==> src/rtl/bank_biu_ctrl.sv <==
`default_nettype none
// ============================================================================
// Module   : bank_biu_ctrl
// Purpose  : Cache-bank bus interface unit. Turns HTU refill / writeback
//            requests into AXI3 bursts; reassembles refill beats into a
//            256-bit line for the ISU and streams buffered writeback lines
//            out on AW/W, closing on B.
// Options  : BIU_ERR_CHECK_EN - enables sticky read/write error reporting
//            on biu_err_o (tied to zero when undefined).
// Revision : 1.0 - initial release
// ============================================================================
module bank_biu_ctrl #(
  parameter int ADDR_WIDTH = 32,
  parameter int BUS_WIDTH  = 256,
  parameter int ID_WIDTH   = 6,
  parameter int RD_OTS     = 4
) (
  input  logic                     clk_i,
  input  logic                     rst_i,
  // HTU request
  input  logic                     htu_biu_valid_i,
  output logic                     htu_biu_ready_o,
  input  logic [1:0]               htu_biu_opcode_i,
  input  logic [ID_WIDTH-1:0]      htu_biu_set_way_i,
  input  logic [ADDR_WIDTH-6:0]    htu_biu_addr_i,
  // SRAM controller writeback data
  input  logic                     sc_biu_valid_i,
  output logic                     sc_biu_ready_o,
  input  logic [127:0]             sc_biu_data_i,
  input  logic                     sc_biu_offset_i,
  // ISU refill return
  output logic                     biu_isu_rvalid_o,
  input  logic                     biu_isu_rready_i,
  output logic [255:0]             biu_isu_rdata_o,
  output logic [ID_WIDTH-1:0]      biu_isu_rid_o,
  // AXI3 AR
  output logic                     biu_axi3_arvalid_o,
  input  logic                     biu_axi3_arready_i,
  output logic [ADDR_WIDTH-1:0]    biu_axi3_araddr_o,
  output logic [ID_WIDTH-1:0]      biu_axi3_arid_o,
  output logic [3:0]               biu_axi3_arlen_o,
  output logic [2:0]               biu_axi3_arsize_o,
  output logic [1:0]               biu_axi3_arburst_o,
  // AXI3 R
  input  logic                     biu_axi3_rvalid_i,
  output logic                     biu_axi3_rready_o,
  input  logic [BUS_WIDTH-1:0]     biu_axi3_rdata_i,
  input  logic [ID_WIDTH-1:0]      biu_axi3_rid_i,
  input  logic [1:0]               biu_axi3_rresp_i,
  input  logic                     biu_axi3_rlast_i,
  // AXI3 AW
  output logic                     biu_axi3_awvalid_o,
  input  logic                     biu_axi3_awready_i,
  output logic [ADDR_WIDTH-1:0]    biu_axi3_awaddr_o,
  output logic [ID_WIDTH-1:0]      biu_axi3_awid_o,
  output logic [3:0]               biu_axi3_awlen_o,
  output logic [2:0]               biu_axi3_awsize_o,
  output logic [1:0]               biu_axi3_awburst_o,
  // AXI3 W
  output logic                     biu_axi3_wvalid_o,
  input  logic                     biu_axi3_wready_i,
  output logic [BUS_WIDTH-1:0]     biu_axi3_wdata_o,
  output logic [BUS_WIDTH/8-1:0]   biu_axi3_wstrb_o,
  output logic                     biu_axi3_wlast_o,
  output logic [ID_WIDTH-1:0]      biu_axi3_wid_o,
  // AXI3 B
  input  logic                     biu_axi3_bvalid_i,
  output logic                     biu_axi3_bready_o,
  input  logic [ID_WIDTH-1:0]      biu_axi3_bid_i,
  input  logic [1:0]               biu_axi3_bresp_i,
  // Error reporting
  output logic [1:0]               biu_err_o,
  input  logic                     biu_err_clr_i
);

  localparam int BEATS  = 256 / BUS_WIDTH;
  localparam int SIZE   = $clog2(BUS_WIDTH / 8);
  localparam int BEAT_W = (BEATS > 1) ? $clog2(BEATS) : 1;
  localparam int CNT_W  = $clog2(RD_OTS + 1);

  localparam logic [3:0]        C_LEN       = 4'(BEATS - 1);
  localparam logic [2:0]        C_SIZE      = 3'(SIZE);
  localparam logic [1:0]        C_INCR      = 2'b01;
  localparam logic [BEAT_W-1:0] C_LAST_BEAT = BEAT_W'(BEATS - 1);
  localparam logic [CNT_W-1:0]  C_RD_OTS    = CNT_W'(RD_OTS);

  typedef enum logic [1:0] {
    WB_IDLE = 2'd0,
    WB_ADDR = 2'd1,
    WB_DATA = 2'd2,
    WB_RESP = 2'd3
  } wb_state_t;

  // --------------------------------------------------------------------------
  // Request decode
  // --------------------------------------------------------------------------
  logic                  arvalid_q, arvalid_d;
  logic [ADDR_WIDTH-1:0] araddr_q, araddr_d;
  logic [ID_WIDTH-1:0]   arid_q, arid_d;
  logic [CNT_W-1:0]      rd_cnt_q, rd_cnt_d;
  wb_state_t             wb_state_q;
  logic                  rd_accept, wb_accept;

  // Per-opcode acceptance; reserved opcodes are always taken and dropped
  always_comb begin
    htu_biu_ready_o = 1'b1;
    case (htu_biu_opcode_i)
      2'b00:   htu_biu_ready_o = ~arvalid_q & (rd_cnt_q < C_RD_OTS);
      2'b01:   htu_biu_ready_o = (wb_state_q == WB_IDLE);
      default: htu_biu_ready_o = 1'b1;
    endcase
  end

  assign rd_accept = htu_biu_valid_i & htu_biu_ready_o & (htu_biu_opcode_i == 2'b00);
  assign wb_accept = htu_biu_valid_i & htu_biu_ready_o & (htu_biu_opcode_i == 2'b01);

  // --------------------------------------------------------------------------
  // Refill: AR register and outstanding counter
  // --------------------------------------------------------------------------
  logic isu_hs;
  logic isu_rvalid_q, isu_rvalid_d;

  assign isu_hs = isu_rvalid_q & biu_isu_rready_i;

  // AR holding register loaded on accept and released on arready
  always_comb begin
    arvalid_d = arvalid_q;
    araddr_d  = araddr_q;
    arid_d    = arid_q;
    if (rd_accept) begin
      arvalid_d = 1'b1;
      araddr_d  = {htu_biu_addr_i, 5'b0};
      arid_d    = htu_biu_set_way_i;
    end else if (arvalid_q && biu_axi3_arready_i) begin
      arvalid_d = 1'b0;
    end
  end

  // Lines in flight: counted from accept until the ISU takes the line
  always_comb begin
    rd_cnt_d = rd_cnt_q;
    case ({rd_accept, isu_hs})
      2'b10:   rd_cnt_d = rd_cnt_q + CNT_W'(1);
      2'b01:   rd_cnt_d = rd_cnt_q - CNT_W'(1);
      default: rd_cnt_d = rd_cnt_q;
    endcase
  end

  // --------------------------------------------------------------------------
  // Refill: R beat assembly into the single line buffer
  // --------------------------------------------------------------------------
  logic                r_hs, rlast_mis;
  logic [BEAT_W-1:0]   rbeat_q, rbeat_d;
  logic [8:0]          rbeat_base;
  logic [255:0]        line_q, line_d;
  logic [ID_WIDTH-1:0] rid_q, rid_d;

  // The buffer doubles as the ISU output; new beats land only once it drains
  assign biu_axi3_rready_o = ~isu_rvalid_q | biu_isu_rready_i;
  assign r_hs              = biu_axi3_rvalid_i & biu_axi3_rready_o;
  assign rbeat_base        = 9'(rbeat_q) * 9'(BUS_WIDTH);
  assign rlast_mis         = biu_axi3_rlast_i & (rbeat_q != C_LAST_BEAT);

  // Beat placement, line completion and ISU valid tracking
  always_comb begin
    rbeat_d      = rbeat_q;
    line_d       = line_q;
    rid_d        = rid_q;
    isu_rvalid_d = isu_rvalid_q & ~biu_isu_rready_i;
    if (r_hs) begin
      line_d[rbeat_base +: BUS_WIDTH] = biu_axi3_rdata_i;
      if (biu_axi3_rlast_i) begin
        rbeat_d      = '0;
        rid_d        = biu_axi3_rid_i;
        isu_rvalid_d = 1'b1;
      end else if (rbeat_q == C_LAST_BEAT) begin
        rbeat_d = '0;
      end else begin
        rbeat_d = rbeat_q + BEAT_W'(1);
      end
    end
  end

  // Refill-side state registers
  always_ff @(posedge clk_i or posedge rst_i) begin
    if (rst_i) begin
      arvalid_q    <= 1'b0;
      araddr_q     <= '0;
      arid_q       <= '0;
      rd_cnt_q     <= '0;
      rbeat_q      <= '0;
      line_q       <= '0;
      rid_q        <= '0;
      isu_rvalid_q <= 1'b0;
    end else begin
      arvalid_q    <= arvalid_d;
      araddr_q     <= araddr_d;
      arid_q       <= arid_d;
      rd_cnt_q     <= rd_cnt_d;
      rbeat_q      <= rbeat_d;
      line_q       <= line_d;
      rid_q        <= rid_d;
      isu_rvalid_q <= isu_rvalid_d;
    end
  end

  assign biu_axi3_arvalid_o = arvalid_q;
  assign biu_axi3_araddr_o  = araddr_q;
  assign biu_axi3_arid_o    = arid_q;
  assign biu_axi3_arlen_o   = C_LEN;
  assign biu_axi3_arsize_o  = C_SIZE;
  assign biu_axi3_arburst_o = C_INCR;
  assign biu_isu_rvalid_o   = isu_rvalid_q;
  assign biu_isu_rdata_o    = line_q;
  assign biu_isu_rid_o      = rid_q;

  // --------------------------------------------------------------------------
  // Writeback: half-line capture buffer
  // --------------------------------------------------------------------------
  logic         sc_hs;
  logic [1:0]   wb_fill_q, wb_fill_d;
  logic [255:0] wb_buf_q, wb_buf_d;

  assign sc_biu_ready_o = ((wb_state_q == WB_ADDR) || (wb_state_q == WB_DATA)) &
                          ~wb_fill_q[sc_biu_offset_i];
  assign sc_hs          = sc_biu_valid_i & sc_biu_ready_o;

  // Each half is taken once per transaction; fill flags reset on a new accept
  always_comb begin
    wb_fill_d = wb_fill_q;
    wb_buf_d  = wb_buf_q;
    if (wb_accept) begin
      wb_fill_d = 2'b00;
    end else if (sc_hs) begin
      wb_fill_d[sc_biu_offset_i] = 1'b1;
      if (sc_biu_offset_i) wb_buf_d[255:128] = sc_biu_data_i;
      else                 wb_buf_d[127:0]   = sc_biu_data_i;
    end
  end

  // Writeback buffer registers
  always_ff @(posedge clk_i or posedge rst_i) begin
    if (rst_i) begin
      wb_fill_q <= 2'b00;
      wb_buf_q  <= '0;
    end else begin
      wb_fill_q <= wb_fill_d;
      wb_buf_q  <= wb_buf_d;
    end
  end

  // --------------------------------------------------------------------------
  // Writeback FSM: IDLE -> ADDR -> DATA -> RESP -> IDLE
  // --------------------------------------------------------------------------
  logic                  awvalid_q, aw_done_q, wvalid_q, bready_q;
  logic [ADDR_WIDTH-1:0] awaddr_q;
  logic [ID_WIDTH-1:0]   awid_q;
  logic [BEAT_W-1:0]     wbeat_q;
  logic [8:0]            wbeat_base;
  logic                  aw_hs;

  assign aw_hs = awvalid_q & biu_axi3_awready_i;

  // Sequencer with registered channel valids; DATA entered only once the
  // address is out and both halves (including one arriving now) are held
  always_ff @(posedge clk_i or posedge rst_i) begin
    if (rst_i) begin
      wb_state_q <= WB_IDLE;
      awvalid_q  <= 1'b0;
      aw_done_q  <= 1'b0;
      awaddr_q   <= '0;
      awid_q     <= '0;
      wvalid_q   <= 1'b0;
      wbeat_q    <= '0;
      bready_q   <= 1'b0;
    end else begin
      case (wb_state_q)
        WB_IDLE: begin
          if (wb_accept) begin
            wb_state_q <= WB_ADDR;
            awvalid_q  <= 1'b1;
            aw_done_q  <= 1'b0;
            awaddr_q   <= {htu_biu_addr_i, 5'b0};
            awid_q     <= htu_biu_set_way_i;
          end
        end
        WB_ADDR: begin
          if (aw_hs) begin
            awvalid_q <= 1'b0;
            aw_done_q <= 1'b1;
          end
          if ((aw_done_q || aw_hs) && (wb_fill_d == 2'b11)) begin
            wb_state_q <= WB_DATA;
            wvalid_q   <= 1'b1;
            wbeat_q    <= '0;
          end
        end
        WB_DATA: begin
          if (biu_axi3_wready_i) begin
            if (wbeat_q == C_LAST_BEAT) begin
              wvalid_q   <= 1'b0;
              bready_q   <= 1'b1;
              wb_state_q <= WB_RESP;
            end else begin
              wbeat_q <= wbeat_q + BEAT_W'(1);
            end
          end
        end
        WB_RESP: begin
          if (biu_axi3_bvalid_i) begin
            bready_q   <= 1'b0;
            wb_state_q <= WB_IDLE;
          end
        end
        default: wb_state_q <= WB_IDLE;
      endcase
    end
  end

  assign wbeat_base         = 9'(wbeat_q) * 9'(BUS_WIDTH);
  assign biu_axi3_awvalid_o = awvalid_q;
  assign biu_axi3_awaddr_o  = awaddr_q;
  assign biu_axi3_awid_o    = awid_q;
  assign biu_axi3_awlen_o   = C_LEN;
  assign biu_axi3_awsize_o  = C_SIZE;
  assign biu_axi3_awburst_o = C_INCR;
  assign biu_axi3_wvalid_o  = wvalid_q;
  assign biu_axi3_wdata_o   = wb_buf_q[wbeat_base +: BUS_WIDTH];
  assign biu_axi3_wstrb_o   = '1;
  assign biu_axi3_wlast_o   = wvalid_q & (wbeat_q == C_LAST_BEAT);
  assign biu_axi3_wid_o     = awid_q;
  assign biu_axi3_bready_o  = bready_q;

  // B carries no information beyond completion; its id is not compared
  logic unused_bid;
  assign unused_bid = ^biu_axi3_bid_i;

  // --------------------------------------------------------------------------
  // Sticky error flags
  // --------------------------------------------------------------------------
`ifdef BIU_ERR_CHECK_EN
  logic [1:0] err_q, err_d;

  // Clear first so a same-cycle error still lands
  always_comb begin
    err_d = err_q;
    if (biu_err_clr_i) err_d = 2'b00;
    if (r_hs && ((biu_axi3_rresp_i != 2'b00) || rlast_mis)) err_d[0] = 1'b1;
    if (bready_q && biu_axi3_bvalid_i && (biu_axi3_bresp_i != 2'b00)) err_d[1] = 1'b1;
  end

  // Error flag register
  always_ff @(posedge clk_i or posedge rst_i) begin
    if (rst_i) err_q <= 2'b00;
    else       err_q <= err_d;
  end

  assign biu_err_o = err_q;
`else
  logic unused_err;
  assign unused_err = ^{biu_axi3_rresp_i, biu_axi3_bresp_i, biu_err_clr_i, rlast_mis};
  assign biu_err_o  = 2'b00;
`endif

endmodule
`default_nettype wire

==> config.mk <==
export PLATFORM = sky130hd
export DESIGN_NAME = bank_biu_ctrl
export DESIGN_NICKNAME = d
export VERILOG_FILES = /design/src/rtl/bank_biu_ctrl.sv
export SDC_FILE = /design/constraint.sdc
export NUM_CORES = 1
export LEC_CHECK = 0
export BUFFER_PORTS_ARGS = -buffer_cell sky130_fd_sc_hd__clkbuf_2
export CAP_MARGIN = 20
export CORE_AREA = 3 3 431 433
export CTS_BUF_LIST = sky130_fd_sc_hd__clkbuf_4 sky130_fd_sc_hd__clkbuf_8
export DETAILED_ROUTE_END_ITERATION = 12
export DIE_AREA = 0 0 434 436
export SYNTH_ARGS = -nofsm -noshare
export SYNTH_HDL_FRONTEND = slang
export SYNTH_SLANG_ARGS = --single-unit
==> constraint.sdc <==
create_clock -name clk_i -period 24.3 [get_ports clk_i]
set_clock_uncertainty 0.2 [all_clocks]
set_input_delay 3.645 -clock clk_i [delete_from_list [all_inputs] [get_ports clk_i]]
set_output_delay 3.645 -clock clk_i [all_outputs]
set_load 0.05 [all_outputs]
After elaboration in Yosys (flattened, before gate mapping)
Index checks and enable logic that the tools add are counted.
- add/subtract/negate cells: 5
- multipliers: 0
- divide/modulo/power cells: 0
- $lt $le $gt $ge: 3
- equal/unequal tests: 13
- shift operators: 3
- mux-type cells: 39
- bitwise logic cells: 20
- reduce and logical (&&, ||, !) cells: 21
- operators with widths (operator ; number):
    $bwmux W256 ; 1
    $shift A256 B11 Y256 const A ; 1
    $shiftx A256 B10 Y256 ; 1
    $shiftx A256 B11 Y256 ; 1
    $mux W1 ; 22
    $mux W2 ; 7
    $pmux W1 S2 ; 6
    $reduce_and A3 Y1 ; 4
    $and A1 B1 Y1 ; 11
    $neg A9 Y11 ; 1
    $ne A2 B2 Y1 const B ; 5
    $reduce_bool A2 Y1 ; 5
    $eq A2 B2 Y1 const B ; 4
    $pmux W2 S4 ; 1
    $reduce_and A4 Y1 ; 2
    $not A1 Y1 ; 7
    $eq A2 B1 Y1 const B ; 3
    $pmux W3 S2 ; 1
    $reduce_and A5 Y1 ; 1
    $logic_not A2 Y1 ; 2
    $reduce_and A2 Y1 ; 2
    $add A3 B1 Y3 const B ; 1
    $logic_and A1 B1 Y1 ; 3
    $lt A3 B3 Y1 const B ; 1
    9 further kinds ; 11
- register bits: 599
- bits in latches: 0
- RAM bits: 0
- bits in read-only memories: 0
- input port bits: 448
- word-level logic and storage cells: 123
- memories: 0

Logic depth before layout (Yosys ltp)
- depth after elaboration: 11
- depth in mapped cells: 10

Worst setup path after synthesis
OpenSTA, ideal clock, no wires.
- path kind: input port to output port
- start point: input htu_biu_opcode_i[0]
- end point: output htu_biu_ready_o
- arrival: 4.383 ns
- data required time: 20.455 ns
- slack: 16.072 ns
- cell stages on the path: 2
- cells stage by stage: or3_4 > nand2_1
- word-level cells in the longest chain between the ends: 2
- elaborated cells between the ends (all ways): 3
- classes of those cells: 1 x eq/ne; 1 x mux; 1 x reduce/logical
- ends and longest elaborated chain (what ; RTL line ; text):
    start: declaration ; 23 ; input logic [1:0] htu_biu_opcode_i,
    $eq A2 B1 Y1 or $logic_not A2 Y1 (tied branches) ; 107 ; case (htu_biu_opcode_i)
    $pmux W1 S2 (*) ; 107 ;
    end: declaration ; 22 ; output logic htu_biu_ready_o,
Mark *: on every way between the ends. The rest lies on a longest branch, timed or not.

Worst setup path after layout
Ends and elaborated chain as after synthesis.

==> metrics.txt <==
Via density=3.26; placed cell areas=0.0306 sq mm; Min-Delay Startpoint=biu_axi3_awaddr_o[17]$_DFFE_PP0P_; RR Endpoint=wb_buf_q[252]$_DFFE_PP0P_; maximum buffer depth of the clock tree=3; synthesized area per cell=between 15 and 20 sq um; Worst Path Required=20450 ps; achievable frequency=0.116 GHz; vias in the first global route=16900; vias after detailed routing=about 16000; count of port buffers added during placement=1035; areal power density over the cells=104 mW/mm^2; yosys warns=0; post-route core utilization=0.181; category of the worst setup path launch point=input port; GRT Overall Usage=0.109; Slew HR=0.271; Congestion Overflow GR=0; Hold/Removal Path Class=reg2reg; DR iter-0 viols=746; number of buffers inserted to repair setup after CTS=0; largest area contributor in the synthesized netlist=dfrtp_1; met2 Track Usage GR=0.191; Max-cap violations=0; initial antenna violation count=70; final setup violating endpoints=0; Sinks on Clock Net=597; routing usage on met1=0.116; share of Yosys cell area claimed by the top area cell type=0.653; chip width=434 microns; FP Rows=157; core area=about 0.18 sq mm; number of resized instances in the post-cts repair step=0; number of max-slew violations in the final report=0; H-tree depth=3; critical path capture point type=primary output; Skew-Pair Late Insertion Delay=~800 ps; endpoint of the most critical setup path=htu_biu_ready_o; effective utilization at floorplan=0.125; post-DP HPWL=87800 microns; leading register cell type out of synthesis=dfrtp_1; first-pass GRT wire length=142000 microns; most frequently used cell type in the post-synthesis netlist=dfrtp_1; crit path launch=htu_biu_opcode_i[0]; number of hold violations in the final report=0; met3 demand-to-capacity share in global routing=0.0526; DRC violations left=0; main area contributors after synthesis=dfrtp_1, mux2_2, buf_4; area grow syn2layout=44.3%; Most Crowded Layer GR=met2; final antenna-violating net count=0; FILL cells=20000; Die Height=436 microns; count of flip-flops with a built-in enable after synthesis=0; largest net degree at the start of global routing=164; unrepaired setup endpoints after global routing=no; largest fanout of any net on the critical path=5; worst hold path depth=2; data arrival time at the worst-slack endpoint=4810 ps; final cell count without fillers=5025; share of the cycle needed by the critical path after routing=0.356; final period demand of the worst path=8650 ps; number of primary I/O pins=approximately 1100; weighted congestion at the end of routability-driven global placement=0.921; area of the mapped netlist=0.0229 sq mm; Seq/Total Area, Yosys=0.653; share of synthesized flip-flops with an asynchronous set or reset=1.00; IR drop worst, VDD=a little under 0.05 mV; R2R Path Start=wb_state_q[0]$_DFFE_PP0P_; hold buffer count at CTS=0; slew of the pin with the lowest slew margin=roughly 1100 ps; outcome=finished, final reports clean; critical setup path kind=in2out; number of buffers created by CTS=107; register-to-register setup slack=a little under 20000 ps; clock slew at the register clock pins of the worst setup and hold paths=60 ps; number of distinct standard cells referenced by the synthesized netlist=35; synthesized instance count=roughly 1500; fraction of final layout cells sized beyond drive strength 1=0.685; setup total negative slack=0 ps; flop and latch count out of synthesis=597; leakage power summed over all cells=16.1 nW; post-layout instance area=0.0330 sq mm; post-layout net count=3001; post-detailed-routing wire length=about 110000 microns; number of placed instances, taps included=4822; buffer type at the clock tree root=clkbuf_8; count of cells along the worst register-to-register path=8; TritonCTS clock tree=yes; post-DR wirelength/cell=21.2 microns; Die Footprint=approximately 0.19 sq mm; Pre-Repair DR Iteration Count=4; ranking of synthesized cells by instance count=dfrtp_1, mux2_2, nand2_1
metrics by stage:
stage                     hold WS [ps]  power, W  setup slack, ps
after detailed placement           262   0.00240            15600
after global routing               300   0.00358            15600
after CTS                          277   0.00349            15600
after global placement             264   0.00238            15600
after floorplan                    243   0.00206             3750
final                              277   0.00343            15650
cells in the final DEF (no fill, tap or decap), types with 2 or more instances in the layout:
master     Yosys  layout
diode_2        0      10
clkinv_4       0       2
dfrtp_1      597     597
mux2_1         2       2
conb_1         2      62
inv_1         11      10
o21ai_0        5       5
buf_12         0       2
ha_1           6       6
a21oi_1        4       4
inv_16         0       5
mux2_2       550     550
nand2_1      112     112
xor2_1         2       2
nor2_1        10      10
clkinv_2       0      14
clkbuf_4       0      33
clkbuf_2       0    1035
clkbuf_8       0     132
and4b_1        2       2
inv_8          0       2
buf_4         69      16
bufinv_16      0       4
mux2i_1        2       2
a31oi_1        2       2
kinds of logic after synthesis:
family	Yosys count	share of synthesized area
adders and majority gates	7	0.00416
and+or+nand+nor	133	0.0245
buffers and inverters	147	0.0393
xor gates and xnor gates	3	0.00115
other	2	0.000328
muxes	554	0.273
DFF	597	0.653
AOI/OAI and AO/OA	17	0.00476
worst max-delay path, stage by stage:
cell and delay (ps):
clkbuf_2 180, or3_4 470, nand2_1 160, clkbuf_2 340
routing by layer:
metal  vias up  wire (microns)
met5         -             243
met4        34            2580
met3       214           11600
met2       691           54300
met1      8321           38000
li1       7133               -
registers in the layout, indices dropped and copies added (netlist names):
name	flops
biu_isu_rvalid_o	1
wb_state_q	2
biu_axi3_arvalid_o	1
wb_fill_q	2
biu_isu_rid_o	6
biu_axi3_wvalid_o	1
wb_buf_q	256
biu_axi3_arid_o	6
rd_cnt_q	3
biu_axi3_awid_o	6
biu_axi3_awaddr_o	27
biu_axi3_bready_o	1
biu_isu_rdata_o	256
biu_axi3_araddr_o	27
biu_axi3_awvalid_o	1
aw_done_q	1
layout make-up:
| type | count | area, sq um | area share |
|---|---|---|---|
| flip-flops and latches | 597 | 14900 | 0.453 |
| multi-input cells | 776 | 7270 | 0.220 |
| repair buffers | 1053 | 5340 | 0.162 |
| well taps | 2385 | 2980 | 0.0904 |
| clock buffers | 165 | 2060 | 0.0625 |
| clock inverters | 28 | 343 | 0.0104 |
| inverters | 11 | 48.8 | 0.00148 |
| diodes | 10 | 25.0 | 0.000758 |
worst min-delay path by stage:
| stage | end | slack, ps |
|---|---|---|
| after floorplan | rd_cnt_q[2]$_DFFE_PP0P_ | 240 |
| after global placement | biu_axi3_awaddr_o[14]$_DFFE_PP0P_ | 260 |
| after detailed placement | biu_axi3_awaddr_o[23]$_DFFE_PP0P_ | 260 |
| after CTS | biu_axi3_awaddr_o[23]$_DFFE_PP0P_ | 280 |
| after global routing | biu_axi3_araddr_o[22]$_DFFE_PP0P_ | 300 |
| final | biu_axi3_awaddr_o[17]$_DFFE_PP0P_ | 280 |
power breakdown:
part / internal, W / total (W) / switching [W]
combinational: 0.000264 / 0.00111 / 0.000845
clock: 0.000593 / 0.00106 / 0.000469
sequential: 0.00116 / 0.00126 / 0.0000979
total: 0.00202 / 0.00343 / 0.00141
(Power assumes the default switching activity.)
